`config.mk`:
```
export PLATFORM = sky130hd
export DESIGN_NAME = traffic_light_ctrl_flat
export DESIGN_NICKNAME = d
export VERILOG_FILES = /design/src/rtl/traffic_light_ctrl_if.sv /design/src/rtl/traffic_light_ctrl.sv /design/src/flat_wrapper.sv
export SDC_FILE = /design/constraint.sdc
export NUM_CORES = 1
export LEC_CHECK = 0
export ABC_AREA = 1
export CORE_MARGIN = 3
export CORE_UTILIZATION = 41
export DETAILED_ROUTE_END_ITERATION = 6
export PLACE_DENSITY_LB_ADDON = 0.3
export SKIP_CTS_REPAIR_TIMING = 1
export SYNTH_ARGS = -nofsm -noshare
export SYNTH_HDL_FRONTEND = slang
export SYNTH_SLANG_ARGS = --single-unit
```
`constraint.sdc`:
```
create_clock -name clk -period 2 [get_ports clk]
set_input_delay 0.4 -clock clk [delete_from_list [all_inputs] [get_ports clk]]
set_output_delay 0.4 -clock clk [all_outputs]
set_load 0.05 [all_outputs]
```
`src/rtl/traffic_light_ctrl_if.sv`:
```
// Sensor/lamp bundle between the traffic light controller and its surroundings.
// The master side drives tick and car_side. The slave side, which is the controller, drives the lamps and status.
interface traffic_light_ctrl_if;
    logic       tick;
    logic       car_side;
    logic [2:0] main_lamp;
    logic [2:0] side_lamp;
    logic [2:0] state_o;
    logic       req_pend;

    modport master (
        output tick, car_side,
        input  main_lamp, side_lamp, state_o, req_pend
    );

    modport slave (
        input  tick, car_side,
        output main_lamp, side_lamp, state_o, req_pend
    );
endinterface

```
`src/rtl/traffic_light_ctrl.sv`:
```
// Main/side road Moore controller with a tick-driven dwell timer and a latched side request.
// Optional macro TLC_EXTEND_EN: car_side at the end of side green extends it once by SIDE_GREEN_T ticks.
module traffic_light_ctrl #(
    parameter int MAIN_GREEN_T = 8,
    parameter int SIDE_GREEN_T = 4,
    parameter int YELLOW_T     = 2,
    parameter int ALLRED_T     = 1,
    parameter int CNT_W        = 4
) (
    input logic            clk,
    input logic            reset,
    traffic_light_ctrl_if.slave bus
);
    typedef enum logic [2:0] {
        MG  = 3'd0,
        MY  = 3'd1,
        AR1 = 3'd2,
        SG  = 3'd3,
        SY  = 3'd4,
        AR2 = 3'd5
    } state_t;

    if (MAIN_GREEN_T < 1 || SIDE_GREEN_T < 1 || YELLOW_T < 1 || ALLRED_T < 1) begin : g_bad_dur
        $error("traffic_light_ctrl: every dwell parameter must be >= 1");
    end

    localparam logic [CNT_W-1:0] MG_LIM = CNT_W'(MAIN_GREEN_T - 1);
    localparam logic [CNT_W-1:0] SG_LIM = CNT_W'(SIDE_GREEN_T - 1);
    localparam logic [CNT_W-1:0] Y_LIM  = CNT_W'(YELLOW_T - 1);
    localparam logic [CNT_W-1:0] AR_LIM = CNT_W'(ALLRED_T - 1);

    state_t           state, nxt_state;
    logic [CNT_W-1:0] cnt, nxt_cnt, lim;
    logic             req, nxt_req, done;
    logic [2:0]       main_r, side_r;
`ifdef TLC_EXTEND_EN
    logic             ext, nxt_ext;
`endif

    // Lamp pattern {main, side}. Illegal codes show red on both roads.
    function automatic logic [5:0] lamps(input state_t s);
        case (s)
            MG:      lamps = {3'b001, 3'b100};
            MY:      lamps = {3'b010, 3'b100};
            SG:      lamps = {3'b100, 3'b001};
            SY:      lamps = {3'b100, 3'b010};
            default: lamps = {3'b100, 3'b100};
        endcase
    endfunction

    always_comb begin
        case (state)
            MG:       lim = MG_LIM;
            SG:       lim = SG_LIM;
            MY, SY:   lim = Y_LIM;
            default:  lim = AR_LIM;
        endcase
        done = bus.tick && (cnt == lim);
    end

    always_comb begin
        nxt_state = state;
        nxt_cnt   = bus.tick ? cnt + 1'b1 : cnt;
        nxt_req   = req || (bus.car_side && state != SG);
`ifdef TLC_EXTEND_EN
        nxt_ext   = ext;
`endif
        case (state)
            // Min green reached: hold the saturated count until someone is waiting.
            MG: begin
                if (done) begin
                    if (req || bus.car_side) nxt_state = MY;
                    else                     nxt_cnt   = cnt;
                end
            end
            MY:  if (done) nxt_state = AR1;
            AR1: if (done) nxt_state = SG;
            SG: begin
`ifdef TLC_EXTEND_EN
                if (done && bus.car_side && !ext) begin
                    nxt_cnt = '0;
                    nxt_ext = 1'b1;
                end else if (done) begin
                    nxt_state = SY;
                end
`else
                if (done) nxt_state = SY;
`endif
            end
            SY:  if (done) nxt_state = AR2;
            AR2: if (done) nxt_state = MG;
            default: nxt_state = MG;
        endcase
        if (nxt_state != state) nxt_cnt = '0;
        // Entering side green serves the request. This overrides a same-cycle set.
        if (nxt_state == SG && state != SG) begin
            nxt_req = 1'b0;
`ifdef TLC_EXTEND_EN
            nxt_ext = 1'b0;
`endif
        end
    end

    always_ff @(posedge clk) begin
        if (!reset) begin
            state  <= MG;
            cnt    <= '0;
            req    <= 1'b0;
            main_r <= 3'b001;
            side_r <= 3'b100;
`ifdef TLC_EXTEND_EN
            ext    <= 1'b0;
`endif
        end else begin
            state            <= nxt_state;
            cnt              <= nxt_cnt;
            req              <= nxt_req;
            {main_r, side_r} <= lamps(nxt_state);
`ifdef TLC_EXTEND_EN
            ext              <= nxt_ext;
`endif
        end
    end

    assign bus.main_lamp = main_r;
    assign bus.side_lamp = side_r;
    assign bus.state_o   = state;
    assign bus.req_pend  = req;
endmodule

```
`src/flat_wrapper.sv`:
```
// flat-port wrapper written by rule: the top's interface ports become plain ports
module traffic_light_ctrl_flat 
#(
    parameter int MAIN_GREEN_T = 8,
    parameter int SIDE_GREEN_T = 4,
    parameter int YELLOW_T     = 2,
    parameter int ALLRED_T     = 1,
    parameter int CNT_W        = 4
)
  (clk, reset, bus_tick, bus_car_side, bus_main_lamp, bus_side_lamp, bus_state_o, bus_req_pend);
  traffic_light_ctrl_if bus_i ();
  input logic clk;
  input logic reset;
  input wire logic [$bits(bus_i.tick)-1:0] bus_tick;
  input wire logic [$bits(bus_i.car_side)-1:0] bus_car_side;
  output wire logic [$bits(bus_i.main_lamp)-1:0] bus_main_lamp;
  output wire logic [$bits(bus_i.side_lamp)-1:0] bus_side_lamp;
  output wire logic [$bits(bus_i.state_o)-1:0] bus_state_o;
  output wire logic [$bits(bus_i.req_pend)-1:0] bus_req_pend;
  assign bus_i.tick = bus_tick;
  assign bus_i.car_side = bus_car_side;
  assign bus_main_lamp = bus_i.main_lamp;
  assign bus_side_lamp = bus_i.side_lamp;
  assign bus_state_o = bus_i.state_o;
  assign bus_req_pend = bus_i.req_pend;
  traffic_light_ctrl #(.MAIN_GREEN_T(MAIN_GREEN_T), .SIDE_GREEN_T(SIDE_GREEN_T), .YELLOW_T(YELLOW_T), .ALLRED_T(ALLRED_T), .CNT_W(CNT_W)) u_core (.clk(clk), .reset(reset), .bus(bus_i));
endmodule
```
==> results.toml <==
[pwr]
combPwrFrac_pct = 10.3
clkPwrFrac_pct = 37.6
swShare_pct = 24.6
power.total_w = 0.000553
p_sw_w = 0.000136
p_int_w = 0.000417
pwr-share-seq_pct = 52.1
ir_worst_vdd_uv = 369
pwr_density_cell_nw_per_um2 = 520
p_leak_nw = 0.539

[clocking]
clk_path_buf_depth = 2
htreeDepth = 1
cts.sinks = 14
numCtsBuffers = 3
clockRootBuffer = "clkbuf_4"
clkTransAtPathRegs_ps = 80
clock_latency_ps = 290
cts_tree = "built"

[placed_design]
hpwl_mm = 1.37
dp_slack_ps = 148
globalplace.congestion = 0.835
numPortBuffers = 13
dp.cells = 166

[logic_synthesis]
ys_types = 24
syn-mean-instance-area_sq_um = 6.94
synth_edf_count = 0
async_reset_ff_share_pct = 0
synth.most_common_cell = "nand2_1"
synth_area_sq_um = 881
synth_ff_type = "dfxtp_1"
synth_top_cell_by_area = "dfxtp_1"
synthTopCellsByCount = "nand2_1 (24), inv_1 (20), nand3_1 (16)"
ys_ff_latch = 14
synth_top_family_by_area = "simple AND/OR/NAND/NOR gates"
synth_warnings = 0
yosysTopAreaCellShare_pct = 31.8
synthesis.instances = 127
synth_simple_gate_area_share_pct = 48.2
yosysSeqAreaShare_pct = 31.8
synth_fa_ha_area_share_pct = 1.42
synth.area.top_cells = "dfxtp_1 (32%), nand2_1 (10%), nand3_1 (9.1%)"
syn_nets = 132
synth_xor_area_share_pct = 1.99
synthMuxAreaShare_pct = 0
synth_compound_area_share_pct = 4.55

[floorplanning]
io_pins = 14
initial_utilization_pct = 44.0
die_h_um = 52.4
rows = 16
die_area_sq_um = 2740
core_area_sq_um = 2000
fp.dieW_um = 52.4

[min_path]
holdPathStages = 2
hold_path_startpoint = "u_core.bus.req_pend"
hold_end = "u_core.bus.req_pend"
hold_path_class = "register to register"

[sta]
max-slew-margin-rel_pct = 66.8
finalSetupViolations = 0
hold_viol = 0
worstMarginPinSlew_ps = 496
min_period_ps = 1830
max_freq_ghz = 0.546
setup_tns_ps = 0
finalClockSkew_ps = 12.0
finalMaxSlewViolations = 0
fin_crit_sh_pct = 91.6
hold-worst-slack_ps = 514
rsz0062_at_grt = "false"
fin_ws_ps = 169

[drt]
vias_per_cell = 4.69
num_vias = 798
drt-total-wl_mm = 1.69
drt_pass1_iterations = 4
drc = 0
drt_iter0_drc = 25
ant_nets = 0
wl_per_cell_um = 9.93

[grt]
busiest_layer = "met2"
grt_use_met3_pct = 2.56
grt_pass1_wl_mm = 2.88
grt_max_degree = 10
antenna_found_initial = 0
use_met1_pct = 16.7
met2_usage_pct = 24.6
grt-ovfl-total = 0
grt_pass1_vias = 714
track_usage_pct = 14.4

[critical_path]
r2r_end = "u_core.bus.side_lamp[2]"
arrival_ps = 1430
reg2reg_depth = 9
r2r-start = "u_core.bus.state_o[1]"
crit_type = "register to output port"
cp_max_fo = 3
path_delay_family = "buffers and inverters"
endpoint_kind = "output port"
crit_buf_inv = 1
reg2reg_slack_ps = 230
worstPathCellList = "clkdlybuf4s50_1"
max_stage_delay_ps = 810
required_ps = 1600
critPathSlowestCell = "clkdlybuf4s50_1"
startpoint_type = "register"

[final_layout]
synthToLayoutAreaGrowth_pct = 20.9
drive_gt1_share_pct = 25.9
diodes = 0
nNetsFinal = 149
fillCellCount = 211
fin_cells = 170

[job]
drv_cap = 0

[run_status]
status = "completed"
## state kept, by name, summed over array words and instances (netlist names)
name / count
u_core.bus.main_lamp: 3
u_core.bus.req_pend: 1
u_core.bus.state_o: 3
u_core.cnt: 4
u_core.bus.side_lamp: 3
## stage by stage
step           area, sq um  utilization (%)
2_1_floorplan          881                -
5_1_grt               1060             53.2
3_3_place_gp          1030             51.4
4_1_cts               1060             53.2
3_5_place_dp          1030             51.4
6_report              1060             53.2
## cells in the final DEF, fill, tap and decap left out, drive strengths merged, types with 2 or more instances in the layout
| cell | instances |
|---|---|
| clkdlybuf4s50 | 10 |
| o21ai | 4 |
| dfxtp | 14 |
| nand2 | 35 |
| nand3 | 21 |
| nor2 | 17 |
| buf | 4 |
| nand4 | 3 |
| clkbuf | 4 |
| a21oi | 2 |
| inv | 24 |
## logic make-up (layout without fill, tap and decap cells)
kind of cell    Yosys count  count (layout)
xor+xnor                  2               2
simple gates             77              77
fa+ha+maj                 1               1
compound gates            7               7
buf+inv                  26              42
flops                    14              14
## how the worst max path moves through the flow
stage | startpoint | to | slack (ps) | cells past startpoint
2_1_floorplan | u_core.bus.state_o[2] | u_core.bus.main_lamp[0] | 120 | 10
3_3_place_gp | bus_tick | u_core.cnt[1] | 170 | 13
3_5_place_dp | bus_tick | u_core.bus.main_lamp[0] | 150 | 9
4_1_cts | u_core.bus.req_pend | bus_req_pend | 160 | 1
5_1_grt | u_core.bus.state_o[1] | u_core.cnt[1] | 30 | 9
6_report | u_core.bus.req_pend | bus_req_pend | 170 | 1
## power by group through the flow
stage	logic, W	registers [W]	clock network (W)
detailed placement	0.0000572	0.000295	0
finish	0.0000568	0.000288	0.000208
global placement	0.0000566	0.000295	0
floorplan	0.0000328	0.000299	0
CTS	0.0000576	0.000289	0.000214
global route	0.0000634	0.000289	0.000221
## layout make-up
type / count / area [sq um] / area share, %
clock buffers: 4 / 36.3 / 3.41
inverters: 24 / 90.1 / 8.46
multi-input cells: 87 / 494 / 46.4
flip-flops and latches: 14 / 280 / 26.3
well taps: 27 / 33.8 / 3.17
repair buffers: 14 / 130 / 12.2
## layer usage
metal,up-vias,wire [um]
met5,-,0
met4,0,38
met3,4,80
met2,20,798
met1,348,770
li1,426,-
Note: power is estimated with default switching activity, not from simulation.
